`src/rtl/imem_pkg.sv`:
```
// Shared types and constants for the run-time loadable instruction memory.
package imem_pkg;

   typedef logic [31:0] instr_t;

   localparam instr_t NOP_INSTR = 32'h0000_0013;

   typedef enum logic [1:0] {
      ST_RUN  = 2'd0,
      ST_LOAD = 2'd1,
      ST_DONE = 2'd2
   } load_state_e;

endpackage

```
`src/rtl/imem_ram.sv`:
```
// DEPTH x XLEN instruction array with independent synchronous write and
// synchronous read ports; every cell reads as NOP_INSTR until first written.
module imem_ram #(
   parameter int unsigned     XLEN      = 32,
   parameter int unsigned     DEPTH     = 32,
   parameter logic [XLEN-1:0] NOP_INSTR = imem_pkg::NOP_INSTR,
   parameter int unsigned     AW        = $clog2(DEPTH)
) (
   input  logic            clk,
   input  logic            we,
   input  logic [AW-1:0]   waddr,
   input  logic [XLEN-1:0] wdata,
   input  logic            re,
   input  logic [AW-1:0]   raddr,
   output logic [XLEN-1:0] rdata
);
   import imem_pkg::*;

   // Cells hold (word ^ NOP_INSTR): zero power-up content reads back as NOP.
   logic [XLEN-1:0] mem_q [DEPTH];
   logic [XLEN-1:0] rdata_q;

   always_ff @(posedge clk) begin
      if (we) begin
         mem_q[waddr] <= wdata ^ NOP_INSTR;
      end
      if (re) begin
         rdata_q <= mem_q[raddr];
      end
   end

   assign rdata = rdata_q ^ NOP_INSTR;

endmodule

```
`src/rtl/imem_loadable.sv`:
```
// Instruction memory with a one-cycle handshaked fetch port, fault detection
// and a streaming program-load port that rewrites the array from word 0.
module imem_loadable #(
   parameter int unsigned       XLEN      = 32,
   parameter int unsigned       DEPTH     = 32,
   parameter int unsigned       ADDR_W    = 32,
   parameter logic [ADDR_W-1:0] BASE_ADDR = '0,
   parameter logic [XLEN-1:0]   NOP_INSTR = imem_pkg::NOP_INSTR
) (
   input  logic                     clk,
   input  logic                     reset,
   input  logic                     fetch_req,
   input  logic [ADDR_W-1:0]        fetch_addr,
   output logic                     fetch_ready,
   output logic                     fetch_valid,
   output logic [XLEN-1:0]          fetch_instr,
   output logic                     fetch_fault,
   input  logic                     load_start,
   input  logic                     load_valid,
   input  logic [XLEN-1:0]          load_data,
   input  logic                     load_last,
   output logic                     load_ready,
   output logic                     load_busy,
   output logic [$clog2(DEPTH):0]   load_count,
   output logic                     load_overflow
);
   import imem_pkg::*;

   localparam int unsigned IDX_W = $clog2(DEPTH);
   localparam int unsigned CNT_W = IDX_W + 1;

   load_state_e       state_q, state_d;
   logic [CNT_W-1:0]  ptr_q, ptr_d;
   logic              overflow_q, overflow_d;
   logic              fetch_valid_q, fetch_valid_d;
   logic              fetch_fault_q, fetch_fault_d;
   logic              rd_ok_q, rd_ok_d;

   logic              fetch_acc;
   logic              addr_borrow;
   logic [ADDR_W-1:0] addr_off;
   logic [ADDR_W-1:0] word_idx;
   logic              addr_fault;
   logic              ram_we;
   logic              ram_re;
   logic [XLEN-1:0]   ram_rdata;

   assign fetch_ready = (state_q == ST_RUN);
   assign load_ready  = (state_q == ST_LOAD);
   assign load_busy   = (state_q == ST_LOAD) || (state_q == ST_DONE);
   assign fetch_acc   = fetch_req && fetch_ready;

   // Borrow out of the subtraction flags addresses below BASE_ADDR; the full
   // word index is range-checked so high address bits cannot alias low words.
   always_comb begin
      {addr_borrow, addr_off} = {1'b0, fetch_addr} - {1'b0, BASE_ADDR};
      word_idx   = addr_off >> 2;
      addr_fault = (fetch_addr[1:0] != 2'b00) || addr_borrow
                   || (word_idx >= ADDR_W'(DEPTH));
   end

   always_comb begin
      fetch_valid_d = fetch_acc;
      fetch_fault_d = fetch_acc ? addr_fault  : fetch_fault_q;
      rd_ok_d       = fetch_acc ? !addr_fault : rd_ok_q;
      ram_re        = fetch_acc && !addr_fault;
   end

   always_comb begin
      state_d    = state_q;
      ptr_d      = ptr_q;
      overflow_d = overflow_q;
      ram_we     = 1'b0;
      case (state_q)
         ST_RUN: begin
            if (load_start) begin
               state_d    = ST_LOAD;
               ptr_d      = '0;
               overflow_d = 1'b0;
            end
         end
         ST_LOAD: begin
            if (load_valid) begin
               if (ptr_q < CNT_W'(DEPTH)) begin
                  ram_we = 1'b1;
                  ptr_d  = ptr_q + 1'b1;
               end else begin
                  overflow_d = 1'b1;
               end
               if (load_last) begin
                  state_d = ST_DONE;
               end
            end
         end
         ST_DONE: state_d = ST_RUN;
         default: state_d = ST_RUN;
      endcase
   end

   always_ff @(posedge clk or negedge reset) begin
      if (!reset) begin
         state_q       <= ST_RUN;
         ptr_q         <= '0;
         overflow_q    <= 1'b0;
         fetch_valid_q <= 1'b0;
         fetch_fault_q <= 1'b0;
         rd_ok_q       <= 1'b0;
      end else begin
         state_q       <= state_d;
         ptr_q         <= ptr_d;
         overflow_q    <= overflow_d;
         fetch_valid_q <= fetch_valid_d;
         fetch_fault_q <= fetch_fault_d;
         rd_ok_q       <= rd_ok_d;
      end
   end

   imem_ram #(
      .XLEN      (XLEN),
      .DEPTH     (DEPTH),
      .NOP_INSTR (NOP_INSTR),
      .AW        (IDX_W)
   ) u_ram (
      .clk   (clk),
      .we    (ram_we),
      .waddr (ptr_q[IDX_W-1:0]),
      .wdata (load_data),
      .re    (ram_re),
      .raddr (word_idx[IDX_W-1:0]),
      .rdata (ram_rdata)
   );

   // The read register only updates on good fetches, so a fault or reset
   // substitutes NOP here while the last good word stays in the RAM register.
   assign fetch_instr   = rd_ok_q ? ram_rdata : NOP_INSTR;
   assign fetch_valid   = fetch_valid_q;
   assign fetch_fault   = fetch_fault_q;
   assign load_count    = ptr_q;
   assign load_overflow = overflow_q;

endmodule

```
`config.mk`:
```
export PLATFORM = sky130hd
export DESIGN_NAME = imem_loadable
export DESIGN_NICKNAME = d
export VERILOG_FILES = /design/src/rtl/imem_pkg.sv /design/src/rtl/imem_ram.sv /design/src/rtl/imem_loadable.sv
export SDC_FILE = /design/constraint.sdc
export NUM_CORES = 1
export LEC_CHECK = 0
export CORE_UTILIZATION = 45
export DETAILED_ROUTE_END_ITERATION = 12
export GPL_ROUTABILITY_DRIVEN = 0
export PLACE_DENSITY = 0.67
export SKIP_CTS_REPAIR_TIMING = 1
export SLEW_MARGIN = 0
export SYNTH_ARGS = -nofsm -noshare
export SYNTH_HDL_FRONTEND = slang
export SYNTH_SLANG_ARGS = --single-unit
```
`constraint.sdc`:
```
create_clock -name clk -period 3.29 [get_ports clk]
set_clock_uncertainty 0.2 [all_clocks]
set_input_delay 0.658 -clock clk [delete_from_list [all_inputs] [get_ports clk]]
set_output_delay 0.658 -clock clk [all_outputs]
set_load 0.02 [all_outputs]
```
==> results of run 1 <==
Yosys cell counts:
library cell  number  area [sq um]
a21o_1             1          7.51
a21oi_1          101           505
a22o_1            65           569
a22oi_1           96           721
a31oi_1           33           206
and2_1            31           194
and3_1             1          6.26
buf_1              1          3.75
buf_2             40           200
buf_4             22           165
buf_6             23           259
clkbuf_1          45           169
clkbuf_4           2          15.0
dfrtp_1           12           300
edfxtp_1        1056         31700
ha_1               6          75.1
inv_1             12          45.0
mux2i_1          513          5130
nand2_1          111           417
nand2b_1           3          18.8
nand3_1           98           490
nand3b_1           3          22.5
nand4_1            5          31.3
nor2_1            44           165
nor2b_1            3          18.8
nor3_1            33           165
nor4_1             6          37.5
o21a_1             1          7.51
o21ai_0            1          5.00
o22ai_1            3          18.8
or2_2              1          6.26
or3_1              1          6.26
or3b_2             1          8.76
xor2_1             3          26.3
metal layers:
layer | vias up | routed length (microns) | GRT usage (%)
met5 | - | 58 | 0
met4 | 10 | 2620 | 6.64
met3 | 161 | 8300 | 4.37
met2 | 916 | 50200 | 35.8
met1 | 11500 | 43100 | 29.9
li1 | 9826 | - | -
power groups by stage:
stage | Combinational (mW) | Sequential (mW) | Clock (mW)
finish | 1.90 | 15.2 | 11.4
detailed placement | 1.89 | 15.5 | 0
floorplan | 1.04 | 15.5 | 0
global placement | 1.85 | 15.5 | 0
global route | 2.03 | 15.2 | 12.1
CTS | 1.90 | 15.2 | 11.5
layout make-up:
class                      count  area share (%)
antenna                        1         0.00512
clock buffer                 122            5.55
clock inverter                65            1.07
inverter                      12          0.0922
multi-input combinational   1164            18.7
sequential                  1068            65.5
tap                         1243            3.18
timing repair buffer         240            5.84
state kept, by name, summed over array words and instances, names as in the netlist:
register and cells:
load_overflow 1, fetch_valid 1, rd_ok_q 1, u_ram.rdata_q 32, state_q 2, u_ram.mem_q 1024, load_count 6, fetch_fault 1
per-stage QoR:
step | utilization [%] | worst slack, ns
6_report | 53.2 | 0.116
3_3_place_gp | 49.7 | 0.327
4_1_cts | 53.2 | 0.104
3_5_place_dp | 49.7 | 0.297
2_1_floorplan | - | -0.130
5_1_grt | 53.2 | 0.0384
worst max-delay path: stages, from the launching register on:
cell and delay (ns):
dfrtp_1 0.43, buf_12 0.24, and2_1 0.33, clkdlybuf4s50_1 0.67
cells by family after synthesis:
| kind of cell | synth area share [%] |
|---|---|
| DFF | 76.7 |
| muxes | 12.3 |
| and+or+nand+nor | 3.80 |
| AOI/OAI and AO/OA | 4.89 |
| buffers and inverters | 2.05 |
| adders and majority gates | 0.180 |
| xor gates and xnor gates | 0.0630 |
how the worst max path moves through the flow:
stage                   from            endpoint  cells past startpoint
6_report             rd_ok_q      fetch_instr[8]                      3
5_1_grt              rd_ok_q      fetch_instr[8]                      3
4_1_cts              rd_ok_q      fetch_instr[8]                      3
3_5_place_dp   fetch_addr[4]    u_ram.rdata_q[0]                      8
3_3_place_gp   fetch_addr[4]   u_ram.rdata_q[31]                      8
2_1_floorplan     state_q[1]  u_ram.mem_q[31][0]                      6
==> impl_metrics.toml, run 1 <==
[logic_synthesis]
synth_cells = 2377
synthesis.nets = 2453
synth_area_sq_um = 41700
ys_seq_area_share_pct = 76.7
ys_seq_elements = 1068
ys_warn_count = 0
synth_area_per_cell_sq_um = 17.6
ys_types = 34

[pwr]
switchingPower_mw = 6.15
total_power_mw = 28.5
clockPowerShare_pct = 39.9
internal_power_mw = 22.4
p_comb_share_pct = 6.7
power.leakage_nw = 16.9
sw_frac_of_total_pct = 21.6
p_per_area_nw_per_um2 = 584
vdd_ir_drop_max_mv = 0.381
p_seq_share_pct = 53.4

[floorplan]
chipWidth_microns = 307
row_count = 111
dieArea_sq_um = 94000
core_sq_um = 91800
start_util_pct = 45.5
die_height_microns = 307
ios = 114

[drt]
drt_iter0_markers = 2132
drc = 0
firstDrtPassIters = 5
via_count = 22400
ant_nets = 0
wire_per_inst_microns = 26.6
wl_mm = 104
avgViaCountPerCell = 5.72

[worst_setup_path]
rr_startpoint = "load_count[2]"
cp_data_required_time_ns = 2.43
r2r_setup_slack_ns = 0.95
crit_type = "reg2out"
critPathCaptureType = "output pin"
worstPathMaxFanout = 29
r2r_cells = 3
start_kind = "register"
worst_ep_arrival_time_ns = 2.32
r2r-end = "u_ram.mem_q[30][0]"

[grt]
grt_usage_pct = 22.0
first_global_vias = 22700
overflow = 0
grt_pass1_wl_mm = 151
antenna_found_initial = 10
grt_max_degree = 73

[clock_network]
cts_sinks = 1068
cts_buffers = 103
clkSlewWorstSetupHoldPaths_ns = 0.06
cts_htree_levels = 3
clkLatencyLatePin_ns = 0.65
cts_root_buf = "clkbuf_16"
cts_buffer_depth = 3
cts_tree = "done"

[final_layout]
postLayoutCellArea_sq_um = 48800
multi_input_area_sq_um = 9150
fin_nets = 2665
layout-drive-gt1-share_pct = 11.6
register_area_sq_um = 32000
final_cells = 3915
area_growth_pct = 17.0
fillerInstances = 7085
final_cell_mix = "edfxtp_1 (1,056), mux2i_1 (513), clkdlybuf4s50_1 (112), nand2_1 (110), clkbuf_16 (106)"
final_common_cell = "edfxtp_1"

[flow_run]
max_cap_viol_count = 0

[place]
place_inst = 3727
hpwl_mm = 56.9
dpl-instance-area_sq_um = 45600
io_buffers = 113

[timing]
fmaxAchievable_mhz = 315
whs_ns = 0.187
tns_ns = 0
setup_viol = 0
hold_violations = 0
worst_pin_slew_ns = 1.14
rsz0062_at_grt = "false"
finalCritPeriodShare_pct = 96.5
slew_headroom_pct = 23.8
drv_slew = 0
final.min_clock_period_ns = 3.17

[min_path]
min_path_type = "in2async"

[status]
status = "finished, final reports clean"
No activity file was read; power rests on OpenSTA's default activity.
==> run 2: changes to the inputs <==
- MAX_ROUTING_LAYER: not set -> met4
==> impl_metrics.toml, run 2 (synthesis results as in run 1) <==
[worst_setup_path]
worst_ep_arrival_time_ns = 2.31
worstPathMaxFanout = 29
start_kind = "register"
critPathCaptureType = "output pin"
cp_data_required_time_ns = 2.43
crit_type = "reg2out"

[grt]
grt_usage_pct = 22.7
overflow = 0
grt_pass1_wl_mm = 151
first_global_vias = 22700
antenna_found_initial = 10
grt_max_degree = 73

[pwr]
power.leakage_nw = 16.9
p_per_area_nw_per_um2 = 584
total_power_mw = 28.5
vdd_ir_drop_max_mv = 0.378

[flow_run]
max_cap_viol_count = 0

[timing]
setup_viol = 0
rsz0062_at_grt = "false"
drv_slew = 0
worst_slack_ns = 0.119
slew_headroom_pct = 22.1
hold_violations = 0
tns_ns = 0
finalCritPeriodShare_pct = 96.4
fmaxAchievable_mhz = 315
worst_pin_slew_ns = 1.17
final.min_clock_period_ns = 3.17

[final_layout]
layout-drive-gt1-share_pct = 11.6
finish.utilization_pct = 53.2
top_register = "u_ram.mem_q"
final_cell_mix = "edfxtp_1 (1,056), mux2i_1 (513), clkdlybuf4s50_1 (112), nand2_1 (110), clkbuf_16 (106)"
area_growth_pct = 17.1
final_common_cell = "edfxtp_1"
largest_reg_flops = 1024
fin_nets = 2665

[clock_network]
cts_tree = "done"
cts_root_buf = "clkbuf_16"
cts_htree_levels = 3
cts_sinks = 1068
clkLatencyLatePin_ns = 0.66
clkSlewWorstSetupHoldPaths_ns = 0.06
cts_buffer_depth = 3
cts_buffers = 103

[drt]
wl_mm = 104
ant_nets = 0
drt_iter0_markers = 2228
wire_per_inst_microns = 26.5
firstDrtPassIters = 5
drc = 0
via_count = 22400
avgViaCountPerCell = 5.71

[place]
io_buffers = 113
pre_cts_ws_ns = 0.297
hpwl_mm = 56.9

[floorplan]
die_height_microns = 307
row_count = 111
core_sq_um = 91800
ios = 114
chipWidth_microns = 307
start_util_pct = 45.5
dieArea_sq_um = 94000

[min_path]
min_path_type = "in2async"

[status]
status = "finished, final reports clean"
==> run 2: cell count changes in the layout (fill, tap and decap cells not counted) <==
cell	delta
diode_2	+7
==> run 2: final cells by class <==
cell class,instances,area [sq um]
Clock inverter,65,522
Antenna cell,8,20.0
Fill cell,7087,42900
Multi-Input combinational cell,1164,9150
Clock buffer,122,2710
Tap cell,1243,1560
Sequential cell,1068,32000
Inverter,12,45.0
Timing Repair Buffer,240,2850
==> run 2: final timing paths <==
path | from | to | slack (ns) | cells past startpoint
worst max-delay path | rd_ok_q | fetch_instr[8] | 0.12 | 3
worst min-delay path | reset | state_q[1] | 0.18 | 1
worst max register to register | load_count[3] | u_ram.mem_q[30][0] | 0.94 | 3
worst min register to register | fetch_fault | fetch_fault | 0.31 | 2
max in group asynchronous | reset | fetch_valid | 2.33 | 1
min in group clk | fetch_fault | fetch_fault | 0.31 | 2
==> run 2: stage by stage <==
stage	hold slack (ns)	cell area, sq um	cells
5_1_grt	0.212	48900	3920
3_5_place_dp	0.298	45600	3727
2_1_floorplan	0.162	41700	2377
6_report	0.182	48900	3922
4_1_cts	0.168	48800	3914
3_3_place_gp	0.288	45600	3727
==> run 2: report_power, final <==
group	internal [mW]	total [mW]	switching, mW	leakage (nW)
clock	6.48	11.4	4.90	1.59
combinational	0.708	1.90	1.19	5.62
sequential	15.2	15.2	0.0644	9.65
==> run 2: critical path: stages (launching register included) <==
cell             delay, ns
dfrtp_1               0.43
buf_12                0.24
and2_1                0.32
clkdlybuf4s50_1       0.67
==> run 2: layer usage <==
layer / up-vias / global-route usage, % / share of wire, %
li1: 9841 / - / -
met1: 11400 / 29.9 / 41
met2: 988 / 35.8 / 48
met3: 154 / 4.37 / 8.3
met4: 0 / 6.64 / 2.5
met5: - / - / 0
